<file path="config.mk">
export PLATFORM = sky130hd
export DESIGN_NAME = multicycle_control_unit
export DESIGN_NICKNAME = d
export VERILOG_FILES = /design/src/rtl/multicycle_control_unit.sv
export SDC_FILE = /design/constraint.sdc
export NUM_CORES = 1
export LEC_CHECK = 0
export ABC_CLOCK_PERIOD_IN_PS = 2050
export CAP_MARGIN = 20
export CORE_ASPECT_RATIO = 0.75
export CORE_MARGIN = 8
export CORE_UTILIZATION = 43
export CTS_CLUSTER_DIAMETER = 40
export DETAILED_ROUTE_END_ITERATION = 16
export GPL_TIMING_DRIVEN = 0
export PLACE_DENSITY = 0.9
export SYNTH_ARGS = -nofsm -noshare
export SYNTH_HDL_FRONTEND = slang
export SYNTH_SLANG_ARGS = --single-unit
</file>
<file path="constraint.sdc">
create_clock -name clk -period 2.05 [get_ports clk]
set_input_delay 0.41 -clock clk [delete_from_list [all_inputs] [get_ports clk]]
set_output_delay 0.41 -clock clk [all_outputs]
set_load 0.01 [all_outputs]
</file>
<file path="src/rtl/multicycle_control_unit.sv">
// Multi-cycle RV32I control FSM: sequences fetch/decode/execute/memory/writeback,
// dispatches M-extension ops to an iterative MDU and traps on illegal opcodes or bus timeout.
module multicycle_control_unit #(
  parameter bit          M_EXT       = 1'b1,
  parameter int unsigned BUS_TIMEOUT = 255,
  parameter int unsigned TO_W        = $clog2(BUS_TIMEOUT + 1)
) (
  input  logic        clk,
  input  logic        reset_n,
  input  logic [31:0] instrCode,
  input  logic        busReady,
  input  logic        mdu_done,
  output logic        irEn,
  output logic        pcEn,
  output logic        regFileWe,
  output logic        aluSrcMuxSel,
  output logic [3:0]  aluControl,
  output logic [2:0]  strb,
  output logic        busWe,
  output logic        busRe,
  output logic [2:0]  RFWDSrcMuxSel,
  output logic        branch,
  output logic        jal,
  output logic        mdu_start,
  output logic        trap,
  output logic [1:0]  trapCause
);

  localparam int unsigned     CntW   = (TO_W > 0) ? TO_W : 1;
  localparam bit              ToEn   = (BUS_TIMEOUT > 0);
  localparam logic [CntW-1:0] ToLast = CntW'(BUS_TIMEOUT - 1);

  localparam logic [6:0] OpR     = 7'b0110011;
  localparam logic [6:0] OpI     = 7'b0010011;
  localparam logic [6:0] OpS     = 7'b0100011;
  localparam logic [6:0] OpL     = 7'b0000011;
  localparam logic [6:0] OpB     = 7'b1100011;
  localparam logic [6:0] OpLui   = 7'b0110111;
  localparam logic [6:0] OpAuipc = 7'b0010111;
  localparam logic [6:0] OpJal   = 7'b1101111;
  localparam logic [6:0] OpJalr  = 7'b1100111;
  localparam logic [6:0] F7Mext  = 7'b0000001;

  localparam logic [1:0] CauseNone    = 2'd0;
  localparam logic [1:0] CauseIllegal = 2'd1;
  localparam logic [1:0] CauseTimeout = 2'd2;

  localparam logic [2:0] WdAlu  = 3'd0;
  localparam logic [2:0] WdLoad = 3'd1;
  localparam logic [2:0] WdImm  = 3'd2;
  localparam logic [2:0] WdAuipc = 3'd3;
  localparam logic [2:0] WdPc4  = 3'd4;
  localparam logic [2:0] WdMdu  = 3'd5;

  localparam logic [3:0] AluAdd = 4'b0000;

  typedef enum logic [3:0] {
    StFetch, StDecode, StExeR, StExeI, StExeB, StExeLui, StExeAuipc, StExeJal,
    StExeJalr, StExeS, StMemS, StExeL, StMemL, StWbL, StExeM, StTrap
  } state_e;

  state_e          state_q;
  logic [CntW-1:0] to_cnt_q;
  logic [1:0]      trap_cause_q;
  logic            m_first_q;

  logic [6:0] opcode;
  logic [2:0] funct3;
  logic [6:0] funct7;
  logic [3:0] alu_rb;
  logic [3:0] alu_i;
  logic       unused_instr;

  assign opcode       = instrCode[6:0];
  assign funct3       = instrCode[14:12];
  assign funct7       = instrCode[31:25];
  assign alu_rb       = {instrCode[30], funct3};
  // Only SRAI carries the instr[30] modifier among immediate ops.
  assign alu_i        = ((funct3 == 3'b101) && instrCode[30]) ? {1'b1, funct3} : {1'b0, funct3};
  assign unused_instr = ^{instrCode[24:15], instrCode[11:7]};

  always_ff @(posedge clk or negedge reset_n) begin
    if (!reset_n) begin
      state_q      <= StFetch;
      to_cnt_q     <= '0;
      trap_cause_q <= CauseNone;
      m_first_q    <= 1'b0;
    end else begin
      case (state_q)
        StFetch: state_q <= StDecode;
        StDecode: begin
          case (opcode)
            OpR: begin
              if (funct7 == F7Mext) begin
                if (M_EXT) begin
                  state_q   <= StExeM;
                  m_first_q <= 1'b1;
                end else begin
                  state_q      <= StTrap;
                  trap_cause_q <= CauseIllegal;
                end
              end else begin
                state_q <= StExeR;
              end
            end
            OpI:     state_q <= StExeI;
            OpS:     state_q <= StExeS;
            OpL:     state_q <= StExeL;
            OpB:     state_q <= StExeB;
            OpLui:   state_q <= StExeLui;
            OpAuipc: state_q <= StExeAuipc;
            OpJal:   state_q <= StExeJal;
            OpJalr:  state_q <= StExeJalr;
            default: begin
              state_q      <= StTrap;
              trap_cause_q <= CauseIllegal;
            end
          endcase
        end
        StExeS: begin
          state_q  <= StMemS;
          to_cnt_q <= '0;
        end
        StExeL: begin
          state_q  <= StMemL;
          to_cnt_q <= '0;
        end
        StMemS, StMemL: begin
          // A ready on the expiring cycle still completes the access.
          if (busReady) begin
            state_q <= (state_q == StMemS) ? StFetch : StWbL;
          end else if (ToEn && (to_cnt_q == ToLast)) begin
            state_q      <= StTrap;
            trap_cause_q <= CauseTimeout;
          end else begin
            to_cnt_q <= to_cnt_q + CntW'(1);
          end
        end
        StExeM: begin
          m_first_q <= 1'b0;
          if (mdu_done) state_q <= StFetch;
        end
        StTrap:  state_q <= StTrap;
        default: state_q <= StFetch;
      endcase
    end
  end

  always_comb begin
    irEn          = 1'b0;
    pcEn          = 1'b0;
    regFileWe     = 1'b0;
    aluSrcMuxSel  = 1'b0;
    aluControl    = AluAdd;
    busWe         = 1'b0;
    busRe         = 1'b0;
    RFWDSrcMuxSel = WdAlu;
    branch        = 1'b0;
    jal           = 1'b0;
    mdu_start     = 1'b0;
    trap          = 1'b0;
    case (state_q)
      StFetch: irEn = 1'b1;
      StExeR: begin
        pcEn       = 1'b1;
        regFileWe  = 1'b1;
        aluControl = alu_rb;
      end
      StExeI: begin
        pcEn         = 1'b1;
        regFileWe    = 1'b1;
        aluSrcMuxSel = 1'b1;
        aluControl   = alu_i;
      end
      StExeB: begin
        pcEn       = 1'b1;
        branch     = 1'b1;
        aluControl = alu_rb;
      end
      StExeLui: begin
        pcEn          = 1'b1;
        regFileWe     = 1'b1;
        RFWDSrcMuxSel = WdImm;
      end
      StExeAuipc: begin
        pcEn          = 1'b1;
        regFileWe     = 1'b1;
        aluSrcMuxSel  = 1'b1;
        RFWDSrcMuxSel = WdAuipc;
      end
      StExeJal: begin
        pcEn          = 1'b1;
        regFileWe     = 1'b1;
        jal           = 1'b1;
        RFWDSrcMuxSel = WdPc4;
      end
      StExeJalr: begin
        pcEn          = 1'b1;
        regFileWe     = 1'b1;
        jal           = 1'b1;
        aluSrcMuxSel  = 1'b1;
        RFWDSrcMuxSel = WdPc4;
      end
      StExeS, StExeL: aluSrcMuxSel = 1'b1;
      StMemS: begin
        aluSrcMuxSel = 1'b1;
        busWe        = 1'b1;
        pcEn         = busReady;
      end
      StMemL: begin
        aluSrcMuxSel = 1'b1;
        busRe        = 1'b1;
      end
      StWbL: begin
        pcEn          = 1'b1;
        regFileWe     = 1'b1;
        RFWDSrcMuxSel = WdLoad;
      end
      StExeM: begin
        mdu_start = m_first_q;
        if (mdu_done) begin
          pcEn          = 1'b1;
          regFileWe     = 1'b1;
          RFWDSrcMuxSel = WdMdu;
        end
      end
      StTrap:  trap = 1'b1;
      default: ;
    endcase
  end

  assign strb      = funct3;
  assign trapCause = trap_cause_q;

endmodule

</file>
# ---- Word level (Yosys, flattened, before mapping)
# Index checks and enable logic that the tools add are counted.
dict set report word_totals {
  ff_bits 15
  inputBits 36
}
dict set report classes {
  addsub 1
  eq_ne 35
  muxes 32
  n_reduce_logical 17
}
# cell count
set op_table {}
lappend op_table {{$pmux W4 S9} 1}
lappend op_table {{$eq A4 B4 Y1 const B} 8}
lappend op_table {{$pmux W4 S7} 1}
lappend op_table {{$mux W4} 6}
lappend op_table {{$eq A7 B6 Y1 const B} 3}
lappend op_table {{$eq A7 B7 Y1 const B} 3}
lappend op_table {{$eq A4 B3 Y1 const B} 4}
lappend op_table {{$mux W8} 2}
lappend op_table {{$pmux W8 S2} 1}
lappend op_table {{$pmux W3 S5} 1}
lappend op_table {{$eq A7 B5 Y1 const B} 2}
lappend op_table {{$ne A2 B2 Y1 const B} 7}
lappend op_table {{$reduce_or A7 Y1} 2}
lappend op_table {{$mux W1} 11}
lappend op_table {{$reduce_or A9 Y1} 1}
lappend op_table {{$add A8 B1 Y8 const B} 1}
lappend op_table {{$eq A4 B2 Y1 const B} 2}
lappend op_table {{$eq A8 B8 Y1 const B} 1}
lappend op_table {{$pmux W4 S2} 1}
lappend op_table {{$reduce_or A2 Y1} 4}
lappend op_table {{$reduce_or A8 Y1} 1}
lappend op_table {{$eq A7 B1 Y1 const B} 1}
lappend op_table {{$eq A7 B2 Y1 const B} 1}
lappend op_table {{$mux W2} 3}
lappend op_table {{other kinds (13)} 17}

# ---- Longest topological paths before layout
# Gate-level depths: netlist of the first run.
dict set report depth {
  word_depth 4
  mapped_depth 7
}

# ---- Worst setup path after synthesis of the first run
# No wires, ideal clock.
dict set report synth_timing {
  path_kind {register -> output}
  start {register state_q[0]}
  end {output port pcEn}
  arrival_ns 1.320
  required_ns 1.640
  path_slack_ns 0.320
  path_stages_with_launch 5
  cell_sequence {dfrtp_1 -> buf_2 -> buf_1 -> o21ai_0 -> a211o_1}
}
dict set report synth_between {
  elab_chain_cells 3
}
# item line_no
set synth_lines {}
lappend synth_lines {{start, declared} 62} ;# state_e state_q;
lappend synth_lines {{start signal, assigned} 84} ;# state_q <= StFetch;
lappend synth_lines {{start signal, assigned} 90} ;# StFetch: state_q <= StDecode;
lappend synth_lines {{start signal, assigned} 96} ;# state_q <= StExeM;
lappend synth_lines {{$eq A4 B4 Y1 (tied with other cells)} 162} ;# case (state_q)
lappend synth_lines {{$reduce_or A8 Y1 (no source line)} --}
lappend synth_lines {{$pmux W1 S3 (*)} 162}
lappend synth_lines {{end, declared} 14} ;# output logic pcEn,
# Mark *: on every way between the ends. The rest lies on a longest branch, timed or not.

# ---- Final worst setup path of the first run
dict set report layout_timing {
  start {register state_q[0]}
  end {output port mdu_start}
}
dict set report layout_between {
  elab_chain_cells 2
}
# item line_no
set layout_lines {}
lappend layout_lines {{$eq A4 B4 Y1} 162}
lappend layout_lines {{$mux W1} 162}
lappend layout_lines {{end, declared} 24} ;# output logic mdu_start,
# No other way between the ends.

==> results of run 1 <==
-- how the worst max path moves through the flow --
stage	startpoint	end	slack (ns)	cells past startpoint
global route	state_q[2]$_DFFE_PN0P_	mdu_start	-0.03	5
global placement	busReady	pcEn	-0.39	5
CTS	state_q[3]$_DFFE_PN0P_	pcEn	-0.005	5
detailed placement	busReady	pcEn	-0.40	5
floorplan	state_q[0]$_DFFE_PN0P_	pcEn	0.32	4
finish	state_q[0]$_DFFE_PN0P_	mdu_start	0.05	5
-- per-layer routing --
layer	wire length, um	GRT usage
met1	1929	0.2110
met5	0	0
met4	140	0.04000
met2	2074	0.2577
met3	386	0.03444
-- what timing repair did --
item,in CTS,in global routing
cloned,0,0
pin swaps,2,6
resized for setup,48,21
endpoints found under the setup margin,17,16
buffers inserted,5,2
-- logic make-up (layout without fill, tap and decap cells) --
kind of cell,count (synthesis),after routing,synth area share
compound gates,48,48,0.2266
xor+xnor,6,6,0.03822
fa+ha+maj,2,2,0.01820
buf+inv,21,72,0.07370
flops,15,15,0.2730
mux,3,3,0.02275
simple gates,91,91,0.3476
-- power by group through the flow --
| stage | registers, mW | clock network (mW) | logic (mW) |
|---|---|---|---|
| final | 0.405 | 0.239 | 1.41 |
| after global routing | 0.410 | 0.261 | 1.50 |
| after CTS | 0.397 | 0.245 | 1.32 |
| after detailed placement | 0.409 | 0 | 1.20 |
| after global placement | 0.405 | 0 | 1.18 |
| after floorplan | 0.397 | 0 | 0.760 |
-- layout make-up --
cell class | instances | area (sq um) | share of cell area
flip-flops and latches | 15 | 375.4 | 0.1905
repair buffers | 47 | 409.1 | 0.2076
inverters | 7 | 26.28 | 0.01333
multi-input cells | 150 | 953.4 | 0.4838
well taps | 38 | 47.55 | 0.02413
clock buffers | 4 | 45.04 | 0.02286
plain buffers | 14 | 113.9 | 0.05778
-- cells in the final DEF (no fill, tap or decap), drive strengths merged, types with 3 or more instances in the layout --
cell,Yosys,routed
nand3,10,10
nor2,21,21
clkdlybuf4s50,0,20
a21oi,14,14
nor4,5,5
nand2,21,21
xnor2,5,5
inv,7,7
o22ai,3,3
buf,9,18
dfrtp,15,15
o21ai,11,11
nand2b,3,3
clkdlybuf4s15,0,3
clkbuf,5,14
nand3b,4,4
dlygate4sd2,0,9
and2,6,6
nor3,7,7
-- metrics by stage --
| stage | cells | setup TNS [ns] | hold slack, ns |
|---|---|---|---|
| finish | 275 | 0 | 0.5218 |
| global route | 275 | -0.05297 | 0.5749 |
| detailed placement | 264 | -3.887 | 0.5044 |
| floorplan | 186 | 0 | 0.1144 |
| global placement | 264 | -3.765 | 0.4776 |
| CTS | 273 | -0.004950 | 0.5187 |
-- flip-flops by register name, indices dropped and copies added, names as in the netlist --
signal	cells
trapCause	2
state_q	4
to_cnt_q	8
m_first_q	1
-- critical path: stages (launching register included) --
cell and delay (ns):
dfrtp_1 0.42, buf_6 0.16, nand2b_2 0.23, nor2_4 0.12
and2_1 0.14, dlygate4sd2_1 0.27
==> out/results.txt, run 1 <==
Outcome -> finished clean
Crit. End Element -> output port
Main synth FF type -> dfrtp_1
Cells after Synth -> 186
Skew-Pair Late Insertion Delay -> 0.25 ns
R2R setup slack -> 0.14 ns
Critical Path RT -> 1.64 ns
# port buffers -> 40
Routed Antenna Nets -> 0
Die ar. -> 0.005282 sq mm
Number of synthesized flops with an enable pin -> 0
All-Layer GR Usage -> 0.1604
N_diodes -> 0
RD Place Congestion -> 0.8835
Combinational power share -> 0.686
Synth cell count leaders -> nand2_1 (21), nor2_1 (21), dfrtp_1 (15), a21oi_1 (14), o21ai_0 (11)
Gr ovfl total -> 0
Synth top area share -> 0.2730
Fillcell total -> 243
Sequential share of power -> 0.197
Hold path cells -> 2
Worst Reg2Reg Path Length in Cells -> 7
RSZ-0062 raised after global routing -> true
Dominant cell type by area after synthesis -> dfrtp_1
Reg2reg start -> state_q[2]$_DFFE_PN0P_
Tcrit/Tclk final -> 0.9738
Routed WL -> 4.530 mm
Sequential share of the synthesized area -> 0.2730
Routed WL per cell -> 16.47 um
Vias per cell -> 6.004
Largest net degree at the start of global routing -> 16
Clock Skew -> 0.001060 ns
Starting DRT DRC Count -> 170
Chip width -> 81.30 um
DR vias -> 1,651
Row Count -> 17
Synth Warn # -> 0
Vias in the first global route -> 1,454
TritonCTS clock tree -> yes
Sw frac -> 0.4580
Rel. slew slack -> 0.5284
Pwr Total -> 2.055 mW
Largest cells by area after synthesis -> dfrtp_1 (27%), nand2_1 (5.7%), nor2_1 (5.7%), a21oi_1 (5.1%), o21ai_0 (4.0%)
Hold buffers post-CTS -> 0
Initial core utilization -> 0.4585
Core area -> 0.002999 sq mm
Post-synthesis cell type count -> 52
Io pins -> 58
Setup WS post-layout -> 0.05366 ns
Switching pwr -> 941.1 uW
Synthesized flop and latch total -> 15
Depth of the CTS H-tree -> 1
Nets -> 276
Reg2reg end -> trapCause[1]$_DFFE_PN0P_
Critical Path Start Type -> flop
Internal power -> 1.114 mW
Hold path startpoint -> m_first_q$_DFFE_PN0P_
Crit path DAT -> 1.59 ns
Max Fclk -> 0.5009 GHz
Dpl ws -> -0.4003 ns
Clock sink count -> 15
Async S/R FF share, synth -> 1.000
Tmin final -> 1.996 ns
Syn-to-layout area delta -> 43.31%
Cell Area, Synth -> 0.001375 sq mm
Chip height -> 64.98 um
Worst Tran Pin Value -> 0.7051 ns
Area of placed instances -> 0.001823 sq mm
Max cap viols -> 0
Clk pwr share -> 0.116
Hold Crit Class -> flop to flop
Share of layout cells above drive strength 1 -> 0.1857
First-pass GRT wire length -> 6.941 mm
DP Wirelength -> 3.199 mm
Number of hold violations in the final report -> 0
Critical setup path kind -> flop to output port
Max clock buf depth -> 2
Syn_area_per_cell -> 7.393 sq um
Util after Layout -> 0.6571
Pwr dens -> 1043 mW/mm^2
Endpoint, Worst Hold -> m_first_q$_DFFE_PN0P_
LEAKAGE -> 0.8518 nW
Clock buffer count from CTS -> 3
Syn nets -> 224
DRC viols -> 0
Initial antenna violation count -> 0
Max VDD drop -> 0.0003443 V
Worst Path Max Fanout -> 10
CTS Root Cell -> clkbuf_8
# setup viols final -> 0
Post-route cell area -> 0.001971 sq mm
DR pass1 iterations -> 5
Clock transition at path regs -> 0.06 ns
Fin. max-slew vios -> 0
Note: power is estimated with default switching activity, not from simulation.
==> run 2: changes to the inputs <==
CORE_MARGIN = 1   (was 8)
CORE_UTILIZATION = 44   (was 43)
CTS_BUF_LIST = sky130_fd_sc_hd__clkbuf_2 sky130_fd_sc_hd__clkbuf_4 sky130_fd_sc_hd__clkbuf_8   (was not set)
PLACE_DENSITY = 0.91   (was 0.9)
==> run 2 against run 1 <==
  * Sequential share of layout area fell by 0.16 points
  * Worst hold slack improved by 0.015 ns
  * Design area rose by 1.2%
  * Clock power rose by 8%
  * Critical endpoint is now regFileWe
==> out/results.txt, run 2 (same netlist as run 1, synthesis figures left out) <==
Outcome -> finished clean
Routed Antenna Nets -> 0
First-pass GRT wire length -> 6.368 mm
LEAKAGE -> 0.8794 nW
Io pins -> 58
Row Count -> 17
Placed insts -> 264
Tcrit/Tclk final -> 0.9794
Number of hold violations in the final report -> 0
DRC viols -> 0
Worst Tran Pin Value -> 0.6409 ns
Crit path DAT -> 1.60 ns
Critical Path RT -> 1.64 ns
Area of placed instances -> 0.001823 sq mm
# setup viols final -> 0
Die ar. -> 0.003355 sq mm
Util after Layout -> 0.6746
Max clock buf depth -> 2
Initial antenna violation count -> 0
# port buffers -> 40
Nets -> 278
RD Place Congestion -> 0.8697
Clk pwr share -> 0.124
Starting DRT DRC Count -> 250
Rel. slew slack -> 0.5714
Switching pwr -> 929.4 uW
FF/Latch Area -> 376.6 sq um
Commonest non-fill, non-tap cell in the layout -> nand2_1
Sw frac -> 0.4490
Syn-to-layout area delta -> 45.04%
Pwr dens -> 1038 mW/mm^2
Critical setup path kind -> flop to output port
Most frequent cells in the layout -> nand2_1 (20), clkdlybuf4s50_1 (19), nor2_1 (18), buf_4 (15), dfrtp_1 (14)
Core area -> 0.002957 sq mm
Routed WL per cell -> 14.93 um
Max Fclk -> 0.4980 GHz
Skew-Pair Late Insertion Delay -> 0.25 ns
Max reg flops -> 8
Gr ovfl total -> 0
Crit. End Element -> output port
Max cap viols -> 0
Hold Crit Class -> flop to flop
Chip height -> 50.42 um
Multi-input gate area -> 953.4 sq um
Hold buffers post-CTS -> 0
Clock Skew -> 0.005118 ns
Depth of the CTS H-tree -> 1
Share of layout cells above drive strength 1 -> 0.2218
TritonCTS clock tree -> yes
DR vias -> 1,653
CTS Root Cell -> clkbuf_8
DR pass1 iterations -> 5
Vias per cell -> 5.968
Fin. max-slew vios -> 0
Critical Path Start Type -> flop
Finished Layout Cells -> 277
Clock buffer count from CTS -> 3
Routed WL -> 4.135 mm
Sequential share of power -> 0.190
Chip width -> 66.55 um
Fillcell total -> 248
Pwr Total -> 2.070 mW
Combinational power share -> 0.686
Tmin final -> 2.008 ns
Post-route cell area -> 0.001994 sq mm
Biggest register -> to_cnt_q
Largest net degree at the start of global routing -> 16
Max VDD drop -> 0.0005060 V
Clock sink count -> 15
Vias in the first global route -> 1,387
N_diodes -> 0
Internal power -> 1.141 mW
Clock transition at path regs -> 0.06 ns
All-Layer GR Usage -> 0.2469
Worst hold slack -> 0.5370 ns
Initial core utilization -> 0.4651
DP Wirelength -> 2.708 mm
Worst Path Max Fanout -> 5
## run 2: critical path: stages, from the launching register on
cell and delay, ns:
dfrtp_2 0.42, buf_6 0.14, or3b_4 0.39, a21oi_2 0.15
a21o_1 0.12, buf_2 0.13
## run 2: worst paths after layout
check | startpoint | endpoint | slack [ns] | cells after the start
max reg2reg | state_q[2]$_DFFE_PN0P_ | trapCause[1]$_DFFE_PN0P_ | 0.18 | 7
min reg2reg | trapCause[0]$_DFFE_PN0P_ | trapCause[0]$_DFFE_PN0P_ | 0.54 | 2
max in group asynchronous | reset_n | state_q[2]$_DFFE_PN0P_ | 1.05 | 1
min in group asynchronous | reset_n | to_cnt_q[1]$_DFFE_PN0P_ | 0.55 | 1
max | state_q[2]$_DFFE_PN0P_ | regFileWe | 0.04 | 5
min | trapCause[0]$_DFFE_PN0P_ | trapCause[0]$_DFFE_PN0P_ | 0.54 | 2
## run 2: final cells by class
type	instances	area share
multi-input cells	150	0.4780
repair buffers	49	0.2164
flip-flops and latches	15	0.1888
plain buffers	14	0.05521
clock buffers	4	0.02447
well taps	38	0.02384
inverters	7	0.01317
## run 2: power by group through the flow
stage	sequential [mW]	clock, mW	combinational, mW
finish	0.393	0.257	1.42
global route	0.399	0.275	1.53
CTS	0.391	0.258	1.28
detailed placement	0.407	0	1.18
global placement	0.405	0	1.17
floorplan	0.397	0	0.760
## run 2: metrics by stage
stage | TNS, ns | setup WS [ns]
after floorplan | 0 | 0.3202
after global placement | -3.745 | -0.3792
after detailed placement | -4.099 | -0.3881
after CTS | -0.06594 | -0.05832
after global routing | -0.02849 | -0.02699
final | 0 | 0.04214
## run 2: layer usage
metal,GRT usage,vias up,share of wire
li1,-,771,-
met1,0.3704,786,0.46
met2,0.3788,86,0.45
met3,0.03182,10,0.070
met4,0.04255,0,0.011
met5,0,-,0
## run 2: what timing repair did
item / CTS / global route
setup endpoints to repair: 17 / 16
pin swaps: 4 / 7
resized for setup: 53 / 26
cloned: 0 / 0
setup buffers: 4 / 5
